<file path="src/rtl/ap_txn_pkg.sv">
// Shared record layouts, width constants and stall-tracker state encoding for ap_txn_profiler.
package ap_txn_pkg;

  localparam int TS_W = 32;
  localparam int ID_W = 16;

  typedef struct packed {
    logic [ID_W-1:0] id;
    logic [TS_W-1:0] start_ts;
    logic [TS_W-1:0] latency;
    logic [TS_W-1:0] interval;
    logic [ID_W-1:0] stall;
  } ap_txn_rec_t;

  typedef struct packed {
    logic [ID_W-1:0] id;
    logic [TS_W-1:0] start_ts;
  } ap_txn_pend_t;

  typedef enum logic {
    ST_IDLE,
    ST_STALL
  } ap_txn_stall_e;

endpackage

</file>
<file path="src/rtl/ap_txn_fifo.sv">
// Synchronous first-word-fall-through FIFO; a write into a full FIFO succeeds when a read happens in the same cycle.
module ap_txn_fifo #(
  parameter int WIDTH = 8,
  parameter int DEPTH = 4
) (
  input  logic             clk,
  input  logic             rst_n,
  input  logic             wr_en,
  input  logic [WIDTH-1:0] wr_data,
  input  logic             rd_en,
  output logic [WIDTH-1:0] rd_data,
  output logic             full,
  output logic             empty
);

  localparam int AW = (DEPTH > 1) ? $clog2(DEPTH) : 1;
  localparam int CW = $clog2(DEPTH + 1);

  logic [WIDTH-1:0] mem [DEPTH];
  logic [AW-1:0]    wr_ptr;
  logic [AW-1:0]    rd_ptr;
  logic [CW-1:0]    count;
  logic             wr_ok;
  logic             rd_ok;

  assign full    = (count == CW'(DEPTH));
  assign empty   = (count == '0);
  assign rd_ok   = rd_en && !empty;
  assign wr_ok   = wr_en && (!full || rd_en);
  assign rd_data = mem[rd_ptr];

  // Storage is cleared on reset so the read port shows zero until the first write.
  always_ff @(posedge clk or negedge rst_n) begin
    if (!rst_n) begin
      for (int unsigned i = 0; i < DEPTH; i++) mem[i] <= '0;
      wr_ptr <= '0;
      rd_ptr <= '0;
      count  <= '0;
    end else begin
      if (wr_ok) begin
        mem[wr_ptr] <= wr_data;
        wr_ptr      <= (wr_ptr == AW'(DEPTH - 1)) ? '0 : wr_ptr + 1'b1;
      end
      if (rd_ok)
        rd_ptr <= (rd_ptr == AW'(DEPTH - 1)) ? '0 : rd_ptr + 1'b1;
      case ({wr_ok, rd_ok})
        2'b10:   count <= count + 1'b1;
        2'b01:   count <= count - 1'b1;
        default: count <= count;
      endcase
    end
  end

endmodule

</file>
<file path="src/rtl/ap_txn_profiler.sv">
// ap_ctrl_hs transaction profiler: per-call latency/interval/stall records buffered for valid/ready readout.
// Stall tracking is built only when AP_TXN_STALL_EN is defined; otherwise the stall field reads 0.
module ap_txn_profiler #(
  parameter int TS_W       = 32,
  parameter int ID_W       = 16,
  parameter int PEND_DEPTH = 2,
  parameter int REC_DEPTH  = 8
) (
  input  logic                     ap_clk,
  input  logic                     ap_rst_n,
  input  logic                     ap_start,
  input  logic                     ap_ready,
  input  logic                     ap_done,
  input  logic                     ap_continue,
  input  logic                     finish,
  output logic                     rec_valid,
  input  logic                     rec_ready,
  output logic [ID_W*2+TS_W*3-1:0] rec_data,
  output logic [15:0]              drop_cnt,
  output logic                     err_pend_ovf,
  output logic                     err_orphan_done,
  output logic                     flushed
);

  import ap_txn_pkg::*;

  logic [TS_W-1:0] ts;
  logic [TS_W-1:0] last_acc_ts;
  logic            have_acc;
  logic [ID_W-1:0] id_cnt;
  logic            fin_latch;
  logic            acc, comp, bypass;
  logic            pend_push, pend_pop, pend_full, pend_empty;
  logic [TS_W-1:0] acc_iv;
  logic [TS_W-1:0] pend_iv_out;
  ap_txn_pend_t    pend_in, pend_out;
  ap_txn_rec_t     rec_wr;
  logic            rec_we, rec_rd, rec_full, rec_empty;
  logic [ID_W-1:0] stall_val;

  assign acc    = ap_start && ap_ready && !(fin_latch || finish);
  assign comp   = ap_done && ap_continue;
  assign acc_iv = have_acc ? ts - last_acc_ts : '0;
  assign bypass = acc && comp && pend_empty;

  assign pend_pop  = comp && !pend_empty;
  assign pend_push = acc && !bypass && (!pend_full || pend_pop);
  assign pend_in   = '{id: id_cnt, start_ts: ts};

  // The interval is computed at accept time and rides along with the pending entry.
  ap_txn_fifo #(.WIDTH($bits(ap_txn_pend_t) + TS_W), .DEPTH(PEND_DEPTH)) u_pend (
    .clk     (ap_clk),
    .rst_n   (ap_rst_n),
    .wr_en   (pend_push),
    .wr_data ({acc_iv, pend_in}),
    .rd_en   (pend_pop),
    .rd_data ({pend_iv_out, pend_out}),
    .full    (pend_full),
    .empty   (pend_empty)
  );

  always_comb begin
    rec_wr          = '0;
    rec_wr.id       = bypass ? id_cnt : pend_out.id;
    rec_wr.start_ts = bypass ? ts : pend_out.start_ts;
    rec_wr.latency  = bypass ? '0 : ts - pend_out.start_ts;
    rec_wr.interval = bypass ? acc_iv : pend_iv_out;
    rec_wr.stall    = stall_val;
  end

  assign rec_we    = bypass || pend_pop;
  assign rec_valid = !rec_empty;
  assign rec_rd    = rec_ready && rec_valid;

  ap_txn_fifo #(.WIDTH(ID_W*2+TS_W*3), .DEPTH(REC_DEPTH)) u_rec (
    .clk     (ap_clk),
    .rst_n   (ap_rst_n),
    .wr_en   (rec_we),
    .wr_data (rec_wr),
    .rd_en   (rec_rd),
    .rd_data (rec_data),
    .full    (rec_full),
    .empty   (rec_empty)
  );

`ifdef AP_TXN_STALL_EN
  ap_txn_stall_e   stall_st;
  logic [ID_W-1:0] stall_cnt;

  // The entry cycle counts as a stall cycle, so N low-continue cycles give stall=N.
  always_ff @(posedge ap_clk or negedge ap_rst_n) begin
    if (!ap_rst_n) begin
      stall_st  <= ST_IDLE;
      stall_cnt <= '0;
    end else if (comp) begin
      stall_st  <= ST_IDLE;
      stall_cnt <= '0;
    end else if ((ap_done && !ap_continue) || stall_st == ST_STALL) begin
      stall_st <= ST_STALL;
      if (stall_cnt != '1) stall_cnt <= stall_cnt + 1'b1;
    end
  end

  assign stall_val = stall_cnt;
`else
  assign stall_val = '0;
`endif

  always_ff @(posedge ap_clk or negedge ap_rst_n) begin
    if (!ap_rst_n) begin
      ts              <= '0;
      last_acc_ts     <= '0;
      have_acc        <= 1'b0;
      id_cnt          <= '0;
      fin_latch       <= 1'b0;
      drop_cnt        <= '0;
      err_pend_ovf    <= 1'b0;
      err_orphan_done <= 1'b0;
      flushed         <= 1'b0;
    end else begin
      ts        <= ts + 1'b1;
      fin_latch <= fin_latch || finish;
      if (acc) begin
        id_cnt      <= id_cnt + 1'b1;
        last_acc_ts <= ts;
        have_acc    <= 1'b1;
      end
      if (acc && pend_full && !pend_pop) err_pend_ovf <= 1'b1;
      if (comp && pend_empty && !acc) err_orphan_done <= 1'b1;
      if (rec_we && rec_full && !rec_rd && drop_cnt != 16'hFFFF)
        drop_cnt <= drop_cnt + 1'b1;
      if (fin_latch && pend_empty && rec_empty) flushed <= 1'b1;
    end
  end

endmodule

</file>
<file path="config.mk">
export PLATFORM = sky130hd
export DESIGN_NAME = ap_txn_profiler
export DESIGN_NICKNAME = d
export VERILOG_FILES = /design/src/rtl/ap_txn_pkg.sv /design/src/rtl/ap_txn_fifo.sv /design/src/rtl/ap_txn_profiler.sv
export SDC_FILE = /design/constraint.sdc
export NUM_CORES = 2
export LEC_CHECK = 0
export CAP_MARGIN = 20
export CELL_PAD_IN_SITES_DETAIL_PLACEMENT = 1
export CELL_PAD_IN_SITES_GLOBAL_PLACEMENT = 2
export CORE_MARGIN = 5
export CORE_UTILIZATION = 45
export DETAILED_ROUTE_END_ITERATION = 16
export PLACE_DENSITY_LB_ADDON = 0.1
export RECOVER_POWER = 50
export SLEW_MARGIN = 20
export SYNTH_ARGS = -nofsm -noshare
export SYNTH_HDL_FRONTEND = slang
export SYNTH_SLANG_ARGS = --single-unit
</file>
<file path="constraint.sdc">
create_clock -name ap_clk -period 5.6 [get_ports ap_clk]
set_input_delay 1.68 -clock ap_clk [delete_from_list [all_inputs] [get_ports ap_clk]]
set_output_delay 1.68 -clock ap_clk [all_outputs]
set_load 0.02 [all_outputs]
</file>
* Word level (Yosys, flattened, before mapping)
Index checks and enable logic that the tools add are counted.
Storage, ports and cells: register bits after elaboration 1299, input port bits 8, output and inout bits 148, word-level logic and storage cells 121
Cells by class: $add $sub $neg 13, $lt $le $gt $ge 6, equality and inequality tests 9, mux-type cells 23, bitwise logic cells 4, reductions and logical operators 41
Operator list (number):
- bitwise mux 1024 bit | 1
- binary-select mux 128 bit (select 3 bit) | 1
- demux 128 bit (select 3 bit) | 1
- 2-to-1 mux 128 bit | 3
- 2-to-1 mux 80 bit | 4
- bitwise mux 160 bit | 1
- 2-to-1 mux 32 bit | 4
- demux 80 bit (select 1 bit) | 1
- subtractor 32 bit | 2
- adder 16 x 1 -> 16 bit (second input constant) | 2
- adder 32 x 1 -> 32 bit (second input constant) | 1
- logical AND 1 bit | 24
- 2-to-1 mux 16 bit | 1
- inequality test 16 bit (second input constant) | 1
- zero test 1 bit | 9
- >= comparator 4 bit (second input constant) | 2
- NOT 3 -> 4 bit | 2
- case mux 4 bit (2 select lines) | 1
- adder 3 x 1 -> 3 bit (second input constant) | 2
- equality test 2 bit (second input constant) | 3
- equality test 3 bit (second input constant) | 2
- 2-to-1 mux 3 bit | 2
- adder 4 x 1 -> 4 bit (second input constant) | 1
- equality test 2 x 1 -> 1 bit (second input constant) | 2
- other kinds (15) | 23

* Logic depth before layout (Yosys ltp)
word-level depth 11, gate-level depth with buffers 14, mapped depth without buffers 12

* Hierarchy
A second synthesis with hierarchy kept.
Second synthesis, totals: cells, all modules 4309, area, all modules 65088.7 um2
By module, submodules not included:
- ap_txn_fifo at u_rec | times used 1, cells an instance 2687, area each 48607.9 um2, sequential area each 25874.8 um2
- ap_txn_profiler | times used 1, cells an instance 1177, area each 9051.2 um2, sequential area each 2527.4 um2
- ap_txn_fifo at u_pend | times used 1, cells an instance 445, area each 7429.6 um2, sequential area each 4103.9 um2

* Worst setup path before layout
Ideal clock, no wire load.
path kind register to output, from register u_rec.rd_ptr[0], to output port rec_data[100], arrival time 2.472 ns, required time 3.920 ns, setup slack 1.448 ns, cell stages (with the launch flop) 6, buffers on the path 3, cell sequence dfrtp_1 > clkbuf_1 > buf_1 > buf_1 > mux4_2 > mux2_2
Between the ends: word-level cells in the longest chain between the ends 4
Ends and longest elaborated chain:
- from (decl) | RTL line ap_txn_fifo.sv:21 | logic [AW-1:0] rd_ptr;
- from (signal assigned) | RTL line ap_txn_fifo.sv:45 | rd_ptr <= (rd_ptr == AW'(DEPTH - 1)) ? '0 : rd_ptr + 1'b1;
- NOT 3 -> 4 bit (not written as such) | RTL line ap_txn_fifo.sv:30 | assign rd_data = mem[rd_ptr];
- binary-select mux 128 bit (select 3 bit) | RTL line ap_txn_fifo.sv:30
- 2-to-1 mux 128 bit (not written as such) (2 in series) | RTL line ap_txn_fifo.sv:30
- to (decl) | RTL line ap_txn_profiler.sv:18 | output logic [ID_W*2+TS_W*3-1:0] rec_data,
Every way passes these cells. The select of a mux whose other input is x is not followed.

* Final worst setup path
from register u_rec.rd_ptr[0], to output port rec_data[24]
Same word-level chain as after synthesis.

==> impl_metrics.csv <==
group,metric,value,unit
job,cap_violations,3,
floorplan,io_pins,156,
yosys,syn_inst,5071,
finish,fin_nets,5234,
yosys,ys_seq_area_share,53.7,%
sta,tightest_slew,3.15,ns
sta,timing.fmax,191,MHz
yosys,synth_area,0.0546,sq mm
routing,drt_iter0_drc,2445,
global_route,grt_pass1_vias,41600,
routing,drt-total-wl,161,mm
critical_path,worst_path_largest_cell_delay,0.98,ns
critical_path,cp-start-kind,"flip-flop",
global_route,grt_usage,25.4,%
sta,period_minus_slack,5.25,ns
yosys,synth_cell_types,82,
finish,drive_gt1_share,16.9,%
floorplan,coreArea,0.120,sq mm
run_status,violations,"capacitance limit, slew limit",
critical_path,crit_chain,"buf_4 > mux4_2 > mux2_2 > clkdlybuf4s50_1",
clocking,postCtsSetupBuffers,0,
clocking,insertion_delay,0.74,ns
global_route,grt_max_degree,108,
clocking,cts_made_buffers,135,
power_and_ir_drop,power.leakage,28.5,nW
yosys,syn_area_per_cell,10.8,sq um
floorplan,die_y,358,microns
critical_path,worstPathRequired,3.92,ns
clocking,root_buffer,"clkbuf_16",
yosys,synthArstFlopShare,100,%
run_status,status,"finished with violations",
sta,finalSetupTns,0,ns
global_route,antenna_found_initial,7,
clocking,cts_resized,0,
yosys,synth-edff-count,0,
sta,maxSlewViolCount,183,
finish,areaGrowthSynthToFinish,14.7,%
sta,rsz0062_at_grt,"false",
clocking,cts_sinks,1171,
floorplan,rows,127,
placement,hpwl,104,mm
critical_path,worst-setup-path-type,"flip-flop to output pin",
sta,final.period_utilization,93.7,%
clocking,htree_num_levels,4,
floorplan,initial_utilization,45.4,%
finish,fill_cells,12800,
sta,clock_skew,0.0223,ns
sta,hold_violations,0,
yosys,ys.flop_type,"dfrtp_1",
critical_path,cp-end-kind,"output pin",
min_path,hold_path.class,"flip-flop to flip-flop",
routing,wl_per_cell,23.4,microns
power_and_ir_drop,pwr_density_cell,452,mW/mm^2
placement,portBuffers,139,
clocking,ctsLongestPathBuffers,3,
global_route,grt_pass1_wl,252,mm
floorplan,die_w,358,microns
routing,via_per_inst,5.65,
power_and_ir_drop,peakVddDrop,0.000385,V
critical_path,critPathSlowestCell,"dfrtp_4",
yosys,ys_warn_count,0,
routing,ant_nets,0,
sta,whs,0.463,ns
placement,gp_congestion,0.831,
critical_path,critical_path_arrival,3.57,ns
sta,relSlewSlack,-110,%
clocking,clkTransAtPathRegs,0.06,ns
clocking,cts_tree,"built",
critical_path,cp_max_fo,27,
yosys,synth_seq_cells,1171,
clocking,cts_hold_buf,0,
routing,drc,0,
sta,finalSetupViolations,0,
global_route,grt_overflow,0,
routing,vias,38800,
routing,firstDrtPassIters,5,
floorplan,dieArea,0.128,sq mm
## cell type report
class / instances / area (sq um) / area share (%)
Sequential cell: 1171 / 29300 / 46.8
Clock inverter: 38 / 477 / 0.761
Multi-Input combinational cell: 3484 / 23600 / 37.8
Tap cell: 1612 / 2020 / 3.22
Antenna cell: 1 / 2.50 / 0.00400
Clock buffer: 203 / 4060 / 6.48
Inverter: 65 / 244 / 0.390
Timing Repair Buffer: 285 / 2860 / 4.57
## kinds of logic (layout without fill, tap and decap cells)
logic type / after synthesis / after routing / synth area share, %
mux: 564 / 564 / 16.1
flops: 1171 / 1171 / 53.7
fa+ha+maj: 84 / 84 / 1.95
xor+xnor: 105 / 105 / 1.68
buf+inv: 431 / 591 / 3.29
simple gates: 1534 / 1534 / 11.4
compound gates: 1181 / 1181 / 11.9
other cells: 1 / 17 / 0.00687
## layout by cell type (no fill, tap or decap), drive strengths merged, types with 9 or more instances in the layout
cell / synthesis / final
and3: 18 / 18
nor2: 145 / 145
nand2: 1201 / 1201
xnor2: 73 / 73
clkinv: 0 / 21
nor3: 31 / 31
xor2: 32 / 32
nor2b: 9 / 9
a21oi: 105 / 105
ha: 82 / 82
a31oi: 41 / 41
dfrtp: 1171 / 1171
mux2i: 67 / 67
clkbuf: 245 / 230
bufinv: 0 / 9
buf: 121 / 120
nand4: 21 / 21
nand2b: 19 / 19
nand3: 46 / 46
o21a: 18 / 18
mux2: 273 / 273
mux4: 224 / 224
a21o: 23 / 23
a211oi: 12 / 12
conb: 1 / 16
inv: 65 / 71
clkdlybuf4s50: 0 / 135
o21ai: 886 / 886
o31ai: 38 / 38
## synthesized netlist by cell type, types with 4 or more instances
cell type  instances  area share [%]
a22o_1             8            0.13
nor2_1           141            0.97
and4_1             4           0.064
o31ai_1           38            0.52
inv_1             64            0.44
mux4_2           224             9.2
and3_1            18            0.21
nand2_1         1201             8.3
or3_1              8           0.092
nor2b_1            9            0.10
or2_1              4           0.046
nor3_1            27            0.25
a221oi_1           4           0.064
nand3b_1           7           0.096
o21bai_1           7           0.096
a211oi_1          11            0.15
clkbuf_1         244             1.7
o21ai_0          831             7.6
o21a_1            18            0.25
ha_1              82             1.9
xor2_1            32            0.51
nand4_1           21            0.24
a31oi_1           40            0.46
buf_2             61            0.56
nand2b_1          19            0.22
and2_1             6           0.069
nand3_1           45            0.41
a21o_1            23            0.32
o21ai_2            4           0.064
buf_1             36            0.25
or2_2              4           0.046
a21oi_1          102            0.93
mux2i_1           67             1.2
buf_4             21            0.29
xnor2_1           73             1.2
o21ai_1           51            0.47
mux2_2           271             5.6
dfrtp_1         1171              54
## path summary, 6_finish.rpt
path | start | to | slack, ns | cells after the start
hold reg to reg | err_orphan_done | err_orphan_done | 0.46 | 2
setup reg to reg | u_pend.rd_ptr | u_rec.mem[712] | 1.06 | 13
min in group asynchronous | ap_rst_n | u_rec.mem[757] | 1.92 | 1
setup / recovery | u_rec.rd_ptr[0] | rec_data[24] | 0.35 | 4
hold / removal | err_orphan_done | err_orphan_done | 0.46 | 2
max in group asynchronous | ap_rst_n | u_rec.mem[668] | 0.72 | 2
## report_power, final
group          total [mW]  switching (mW)  internal, mW  leakage (nW)
Sequential           11.3            1.19          10.1          15.8
Clock                9.02            3.60          5.42          2.24
Combinational        7.93            4.17          3.76          10.5
Total                28.3            8.95          19.3          28.5
## routing by layer
layer  part of all wire (%)  vias to the layer above  routed length [microns]  track usage [%]
met5                 0.0044                        -                        7                0
met4                    1.9                        2                     3120             5.87
met3                    3.6                      177                     5760             3.42
met2                     47                      575                    75500             40.9
met1                     48                    20200                    76400             37.0
li1                       -                    17800                        -                -
## metrics by stage
step,total power [mW],instances,utilization [%],area (sq um),setup slack [ns]
2_1_floorplan,16.2,5086,-,54700,1.45
3_3_place_gp,19.2,6617,48.4,58200,0.803
3_5_place_dp,19.5,6617,48.4,58200,0.759
4_1_cts,28.6,6858,52.2,62800,0.251
5_1_grt,29.7,6858,52.1,62600,0.142
6_report,28.3,6859,52.1,62600,0.355
## critical path: cells and delay by family, from the launching register on
family                 cells  cell delay [ns]
multiplexers               2             0.86
buffers and inverters      2             0.98
flip-flops                 1             0.98
## sequential cells by signal (all words and copies together) (netlist names), 2 cells and up
signal,cells
last_acc_ts,32
u_pend.mem,160
u_rec.rd_ptr,3
u_rec.wr_ptr,3
ts,32
u_rec.count,4
u_pend.count,2
id_cnt,16
u_rec.mem,896
drop_cnt,16
Power figures use the tool's default switching activity.
